===== config.mk =====
export PLATFORM = sky130hd
export DESIGN_NAME = quick_spi_slave
export DESIGN_NICKNAME = d
export VERILOG_FILES = /design/src/rtl/quick_spi_slave.sv
export SDC_FILE = /design/constraint.sdc
export NUM_CORES = 1
export LEC_CHECK = 0
export ABC_AREA = 1
export CAP_MARGIN = 40
export CORE_MARGIN = 2
export CORE_UTILIZATION = 25
export DETAILED_ROUTE_END_ITERATION = 10
export DONT_BUFFER_PORTS = 1
export GPL_ROUTABILITY_DRIVEN = 0
export PLACE_DENSITY = 0.48
export SYNTH_ARGS = -nofsm -noshare
export SYNTH_HDL_FRONTEND = slang
export SYNTH_SLANG_ARGS = --single-unit

===== constraint.sdc =====
create_clock -name clk -period 1.67 [get_ports clk]
set_clock_uncertainty 0.1 [all_clocks]
set_input_delay 0.2505 -clock clk [delete_from_list [all_inputs] [get_ports clk]]
set_output_delay 0.2505 -clock clk [all_outputs]
set_load 0.02 [all_outputs]

===== src/rtl/quick_spi_slave.sv =====
// SPI slave with clk-domain oversampling of sclk/ss_n/mosi.
// Parameterised word widths, bit order and CPOL/CPHA mode.
module quick_spi_slave #(
  parameter int unsigned INCOMING_DATA_WIDTH = 16,
  parameter int unsigned OUTGOING_DATA_WIDTH = 8,
  parameter bit          BITS_ORDER          = 1'b1,
  parameter bit          CPOL                = 1'b0,
  parameter bit          CPHA                = 1'b0,
  parameter logic        MISO_IDLE_VALUE     = 1'b0
) (
  input  logic                           clk,
  input  logic                           reset_n,
  input  logic                           enable,
  input  logic                           sclk,
  input  logic                           ss_n,
  input  logic                           mosi,
  output logic                           miso,
  input  logic [OUTGOING_DATA_WIDTH-1:0] outgoing_data,
  output logic [INCOMING_DATA_WIDTH-1:0] incoming_data,
  output logic                           data_valid,
  output logic                           frame_error,
  output logic                           busy
);

  localparam int unsigned IW  = INCOMING_DATA_WIDTH;
  localparam int unsigned OW  = OUTGOING_DATA_WIDTH;
  localparam int unsigned ICW = $clog2(IW + 1);
  localparam int unsigned OCW = $clog2(OW + 1);

  localparam logic [1:0] S_IDLE   = 2'd0;
  localparam logic [1:0] S_ACTIVE = 2'd1;
  localparam logic [1:0] S_DONE   = 2'd2;

  logic [2:0]     sclk_sync_q;
  logic [2:0]     ss_sync_q;
  logic [1:0]     mosi_sync_q;
  logic [1:0]     vld_q;
  logic           arm_q;

  logic [1:0]     state_q, state_d;
  logic [OW-1:0]  tx_sr_q, tx_sr_d;
  logic [OCW-1:0] tx_cnt_q, tx_cnt_d;
  logic [IW-1:0]  rx_sr_q, rx_sr_d;
  logic [ICW-1:0] rx_cnt_q, rx_cnt_d;
  logic           miso_q, miso_d;
  logic           busy_q, busy_d;
  logic [IW-1:0]  in_q, in_d;
  logic           dv_q, dv_d;
  logic           fe_q, fe_d;

  logic sclk_lead, sclk_trail;
  logic ss_fall, ss_rise;
  logic sample_edge, drive_edge;
  logic start;

  function automatic logic tx_bit(input logic [OW-1:0] v);
    return BITS_ORDER ? v[OW-1] : v[0];
  endfunction

  function automatic logic [OW-1:0] tx_shift(input logic [OW-1:0] v);
    return BITS_ORDER ? (v << 1) : (v >> 1);
  endfunction

  function automatic logic [IW-1:0] rx_shift(input logic [IW-1:0] v,
                                             input logic b);
    logic [IW-1:0] bw;
    bw = IW'(b);
    return BITS_ORDER ? ((v << 1) | bw) : ((v >> 1) | (bw << (IW - 1)));
  endfunction

  assign sclk_lead  = (sclk_sync_q[2] == CPOL) && (sclk_sync_q[1] != CPOL);
  assign sclk_trail = (sclk_sync_q[2] != CPOL) && (sclk_sync_q[1] == CPOL);
  assign ss_fall    = ss_sync_q[2] & ~ss_sync_q[1];
  assign ss_rise    = ~ss_sync_q[2] & ss_sync_q[1];

  assign sample_edge = CPHA ? sclk_trail : sclk_lead;
  assign drive_edge  = CPHA ? sclk_lead : sclk_trail;

  // ss_n held low through reset release must not look like a new frame
  assign start = enable & ss_fall & arm_q;

  // Synchronizers; ss_n delay stage frozen in DONE so a fall there is seen in IDLE
  always_ff @(posedge clk or negedge reset_n) begin
    if (!reset_n) begin
      sclk_sync_q <= {3{CPOL}};
      ss_sync_q   <= 3'b111;
      mosi_sync_q <= 2'b00;
      vld_q       <= 2'b00;
      arm_q       <= 1'b0;
    end else begin
      sclk_sync_q <= {sclk_sync_q[1:0], sclk};
      ss_sync_q[1:0] <= {ss_sync_q[0], ss_n};
      ss_sync_q[2] <= (state_q == S_DONE) ? ss_sync_q[2] : ss_sync_q[1];
      mosi_sync_q <= {mosi_sync_q[0], mosi};
      vld_q       <= {vld_q[0], 1'b1};
      arm_q       <= arm_q | (vld_q[1] & ss_sync_q[1]);
    end
  end

  // Frame FSM and shift datapath next-state
  always_comb begin
    state_d  = state_q;
    tx_sr_d  = tx_sr_q;
    tx_cnt_d = tx_cnt_q;
    rx_sr_d  = rx_sr_q;
    rx_cnt_d = rx_cnt_q;
    miso_d   = miso_q;
    busy_d   = busy_q;
    in_d     = in_q;
    dv_d     = 1'b0;
    fe_d     = 1'b0;
    case (state_q)
      S_IDLE: begin
        if (start) begin
          state_d  = S_ACTIVE;
          busy_d   = 1'b1;
          rx_sr_d  = '0;
          rx_cnt_d = '0;
          if (!CPHA) begin
            miso_d   = tx_bit(outgoing_data);
            tx_sr_d  = tx_shift(outgoing_data);
            tx_cnt_d = OCW'(1);
          end else begin
            miso_d   = MISO_IDLE_VALUE;
            tx_sr_d  = outgoing_data;
            tx_cnt_d = '0;
          end
        end
      end
      S_ACTIVE: begin
        if (ss_rise) begin
          state_d = S_DONE;
          busy_d  = 1'b0;
          miso_d  = MISO_IDLE_VALUE;
        end else begin
          if (sample_edge && (rx_cnt_q < ICW'(IW))) begin
            rx_sr_d  = rx_shift(rx_sr_q, mosi_sync_q[1]);
            rx_cnt_d = rx_cnt_q + ICW'(1);
          end
          if (drive_edge) begin
            if (tx_cnt_q < OCW'(OW)) begin
              miso_d   = tx_bit(tx_sr_q);
              tx_sr_d  = tx_shift(tx_sr_q);
              tx_cnt_d = tx_cnt_q + OCW'(1);
            end else begin
              miso_d = MISO_IDLE_VALUE;
            end
          end
        end
      end
      S_DONE: begin
        state_d = S_IDLE;
        in_d    = rx_sr_q;
        dv_d    = 1'b1;
        fe_d    = (rx_cnt_q < ICW'(IW));
        busy_d  = 1'b0;
        miso_d  = MISO_IDLE_VALUE;
      end
      default: begin
        state_d = S_IDLE;
      end
    endcase
  end

  // Frame state registers
  always_ff @(posedge clk or negedge reset_n) begin
    if (!reset_n) begin
      state_q  <= S_IDLE;
      tx_sr_q  <= '0;
      tx_cnt_q <= '0;
      rx_sr_q  <= '0;
      rx_cnt_q <= '0;
      miso_q   <= MISO_IDLE_VALUE;
      busy_q   <= 1'b0;
      in_q     <= '0;
      dv_q     <= 1'b0;
      fe_q     <= 1'b0;
    end else begin
      state_q  <= state_d;
      tx_sr_q  <= tx_sr_d;
      tx_cnt_q <= tx_cnt_d;
      rx_sr_q  <= rx_sr_d;
      rx_cnt_q <= rx_cnt_d;
      miso_q   <= miso_d;
      busy_q   <= busy_d;
      in_q     <= in_d;
      dv_q     <= dv_d;
      fe_q     <= fe_d;
    end
  end

  assign miso          = miso_q;
  assign busy          = busy_q;
  assign incoming_data = in_q;
  assign data_valid    = dv_q;
  assign frame_error   = fe_q;

endmodule


* After elaboration in Yosys (flattened, before gate mapping)
Index checks and enable logic that the tools add are counted.
** Storage, ports and cells
- Register bits :: 66
- Bits in latches :: 0
- Memory bits (writable) :: 0
- Memory bits (read-only) :: 0
- Bits of input ports :: 14
- Output and inout bits :: 20
- Logic and storage cells :: 82
- Memories kept :: 0
** Operators by class
- Add/subtract/negate cells :: 2
- Multiply operators :: 0
- Div/mod/pow operators :: 0
- Magnitude comparators :: 2
- Equality and inequality tests :: 9
- Shift-type cells :: 0
- Multiplexer cells :: 31
- Bitwise gates (word level) :: 11
- Reduce and logical (&&, ||, !) cells :: 11
** Operators with widths (number)
- $mux 16 :: 3
- $mux 8 :: 4
- $pmux 16 s2 :: 1
- $mux 4 :: 4
- $or 16x1->16 :: 1
- $pmux 8 s2 :: 1
- $mux 5 :: 3
- $ne 2x2->1 const B :: 6
- $pmux 5 s2 :: 1
- $mux 1 :: 8
- $pmux 4 s2 :: 1
- $pmux 1 s3 :: 2
- $reduce_and 3->1 :: 2
- $add 5x1->5 const B :: 1
- $and 1x1->1 :: 5
- $lt 5x5->1 const B :: 1
- $reduce_and 5->1 :: 1
- $add 4x1->4 const B :: 1
- $lt 4x4->1 const B :: 1
- $mux 2 :: 2
- $not 1->1 :: 4
- $pmux 2 s2 :: 1
- $reduce_and 4->1 :: 1
- $logic_and 1x1->1 :: 3
- 8 further kinds :: 8

* Depth between registers and ports, before layout
- Word-level depth :: 6
- Mapped depth :: 10
- Mapped depth without buffers :: 9

* Worst setup path after synthesis
Ideal clock, no wire load.
- Path kind :: register -> register
- From :: register state_q[0]
- To :: register rx_cnt_q[0]
- Setup time :: 65 ps
- Arrival :: 1384 ps
- Data required time :: 1505 ps
- Slack :: 121 ps
- Stages on the path, launching flop included :: 10
- Path buffers :: 1
- Period minus slack after synthesis :: 1549 ps
- Path through :: dfrtp_1 > inv_1 > ha_1 > or2_2 > nand2_1 > inv_1 > nand3_4 > buf_6 > nand2_1 > nand2_1
** Between the ends
- Word-level cells in the longest chain between the ends :: 3
- Elaborated cells on any way between the ends :: 8
- Classes of those cells :: eq/ne (4); mux (1); reduce/logical (3)
** Ends and longest elaborated chain
- start, declared :: line 40 : logic [1:0] state_q, state_d;
- start signal, assigned :: line 179 : state_q <= state_d;
- $eq 2x1->1 or $logic_not 2->1 (tied branches) :: line 112 : case (state_q)
- $ne 2x2->1 (no line) or $reduce_bool 2->1 (tied branches)
- $reduce_and 4->1 (no line)
- end signal, assigned :: line 183 : rx_cnt_q <= rx_cnt_d;
- end, declared :: line 44 : logic [ICW-1:0] rx_cnt_q, rx_cnt_d;
Parallel ways exist; a longest one is shown, timed or not.
A chain may end at the register's enable or synchronous reset.

* Final worst setup path
- From :: register state_q[1]
- To :: register rx_cnt_q[3]
The elaborated chain is that of the path after synthesis.

==> run summary <==
Post-DP HPWL -> 3950 um
Initial antenna violation count -> 0
Max Slew Vio Count -> 0
Fillers -> 1,280
I/O pin cnt -> 34
Most frequent cell after synthesis -> nand2_1
Syn Std Cell Area -> 3080 um^2
Fin. Hold Viols -> 65
CTS H-tree depth -> 3
Port Buffers -> 0
EDFF count, synth -> 0
Row count -> 40
Max-cap violations -> 0
CTS buffer count -> 9
HP Class -> in2async
Status -> finished, violations left
CTS tree -> yes
Diode count -> 0
Clock transition at path regs -> 50 ps
Fin area -> 3980 um^2
R2R cell count -> 10
CP required -> 1840 ps
Post-Syn Instances -> 379
Worst skew pair latency -> 330 ps
DIE AREA -> 13,200 um^2
Vias per inst -> 4.29
Clock sinks -> 65
CP Capture Type -> register
Drt pass-1 iters -> 4
Worst-path maximum fanout -> 5
Synth async-reset ratio -> 100%
Worst setup SP type -> register
Top post-synthesis cells by area -> dfrtp_1 (50%), nand2_1 (22%), nand3_1 (5.0%)
Max Buffers Root-to-Sink -> 2
Mean Syn Cell Area -> 8.13 um^2
Synth cell count leaders -> nand2_1 (180), dfrtp_1 (62), inv_1 (35)
Unrepaired setup endpoints after global routing -> true
Area delta synth->final -> 29.3%
Setup-failing EPs final -> 0
Detailed Route Iter0 Violations -> 96
Post-route DRC -> 0
Total power draw -> 7.45 mW
Die height -> 115 um
Vias -> 2,405
Max incr delay on CP -> 410 ps
DP Area -> 3300 um^2
GRT overflow -> 0
Fmax -> 610 MHz
Setup slack, reg-to-reg -> 30 ps
Post-route core utilization -> 33.2%
Tmin final -> 1640 ps
Syn Nets -> 401
Register area share after synthesis -> 52.9%
Period utilization -> 98.2%
Register bit total from synthesis -> 65
Routed len/inst -> 12.5 um
Post-synth top area share -> 50.3%
Synth Flop Type -> dfrtp_1
Static leakage -> 2.17 nW
All-layer global routing usage -> 10.7%
PwrDens -> 1870 nW/um^2
CP max-delay cell -> dfrtp_1
Vias in the first global route -> 2,287
Fin nets -> 431
Core area -> 12,000 um^2
Hold_ws -> -489 ps
Peak VDD IR -> 0.763 mV
Worst path buffer plus inverter count -> 4
Starting Density -> 25.7%
Hold_buf cts -> 4
Worst flop-to-flop path startpoint -> state_q[1]
Failing checks -> hold timing
Critical Path AT -> 1810 ps
R2r endpoint -> rx_cnt_q[3]
Clock root cell -> clkbuf_16
Yosys warnings -> 0
Setup TNS -> 0 ps
Yosys top cell by area -> dfrtp_1
Remaining antenna violation count -> 0
Critical path, cell by cell -> inv_4 -> ha_4 -> buf_6 -> inv_4 -> a21oi_2 -> nand2_1 -> nand2_4 -> clkbuf_16 -> nand3_2 -> nand2_1
Largest net degree at the start of global routing -> 66
Netlist cell types -> 24
Cell family with most CP delay -> buffers and inverters
First-pass GRT wire length -> 10,900 um
Die width -> 115 um
Crit path kind -> reg2reg
WL final -> 6990 um
Fraction of layout cells with a size suffix above 1 -> 21.0%
-- routing by layer --
metal	track usage, %	part of all wire [%]
met4	4.74	1.1
met2	16.5	46
met1	13.3	48
met5	0	0
met3	4.16	4.7
-- worst max-delay path by stage --
stage,endpoint,start,cells past startpoint
finish,rx_cnt_q[3],state_q[1],10
global route,rx_sr_q[14],state_q[1],10
CTS,rx_sr_q[3],state_q[1],10
detailed placement,tx_sr_q[2],state_q[1],8
global placement,tx_sr_q[5],state_q[1],8
floorplan,rx_cnt_q[0],state_q[0],9
-- through the flow --
| step | std cells | hold slack [ps] | setup slack [ps] |
|---|---|---|---|
| finish | 561 | -489 | 29.6 |
| global route | 561 | -510 | -56.0 |
| CTS | 552 | -503 | -27.9 |
| detailed placement | 530 | -143 | -339 |
| global placement | 530 | -142 | -219 |
| floorplan | 379 | -145 | 121 |
-- what timing repair did --
action                     4_1_cts  5_1_grt
pin swaps                        2       21
gates cloned                     2        6
setup endpoints to repair       32       34
gates resized for setup          7       28
hold endpoints to repair        69       65
setup buffers                    0        3
-- cells in the final DEF (no fill, tap or decap), drive strengths merged --
| cell type | n |
|---|---|
| nor2 | 12 |
| or2 | 1 |
| o21ai | 2 |
| nand4 | 5 |
| dlygate4sd3 | 4 |
| clkinv | 1 |
| conb | 1 |
| nand3 | 37 |
| clkbuf | 12 |
| dfrtp | 62 |
| a21o | 1 |
| buf | 24 |
| a21oi | 2 |
| bufinv | 3 |
| inv | 38 |
| ha | 8 |
| nand2 | 194 |
| xnor2 | 2 |
| clkinvlp | 2 |
| dfstp | 3 |
-- sequential cells by signal (all words and copies together), names as in the netlist, 2 cells and up --
signal and count:
rx_sr_q 16, mosi_sync_q 2, rx_cnt_q 5, tx_sr_q 7, ss_sync_q 3, state_q 2, vld_q 2, tx_cnt_q 4
incoming_data 16, sclk_sync_q 3
-- report_power, final --
part           total [mW]  switching [mW]  internal, mW  leakage (nW)
sequential           2.16           0.305          1.85         0.853
combinational        3.10            1.85          1.25          1.15
clock                2.19           0.693          1.50         0.165
-- cell families (layout without fill, tap and decap cells) --
group	after synthesis	count (layout)	share of synthesized area [%]
AO/OA/AOI/OAI	5	5	1.02
buffers and inverters	54	84	8.65
XOR/XNOR	2	2	0.569
flip-flops	65	65	52.9
other	1	1	0.122
AND/OR/NAND/NOR	244	249	33.5
adder cells (fa/ha/maj)	8	8	3.25
-- area by class of cell --
| class | instances | area [um^2] | area share [%] |
|---|---|---|---|
| timing repair buffer | 30 | 302 | 7.57 |
| sequential | 65 | 1630 | 41.0 |
| multi-input combinational | 265 | 1360 | 34.2 |
| tap | 147 | 184 | 4.62 |
| inverter | 38 | 150 | 3.77 |
| clock buffer | 10 | 239 | 6.00 |
| clock inverter | 6 | 114 | 2.86 |
Note: power is estimated with default switching activity, not from simulation.
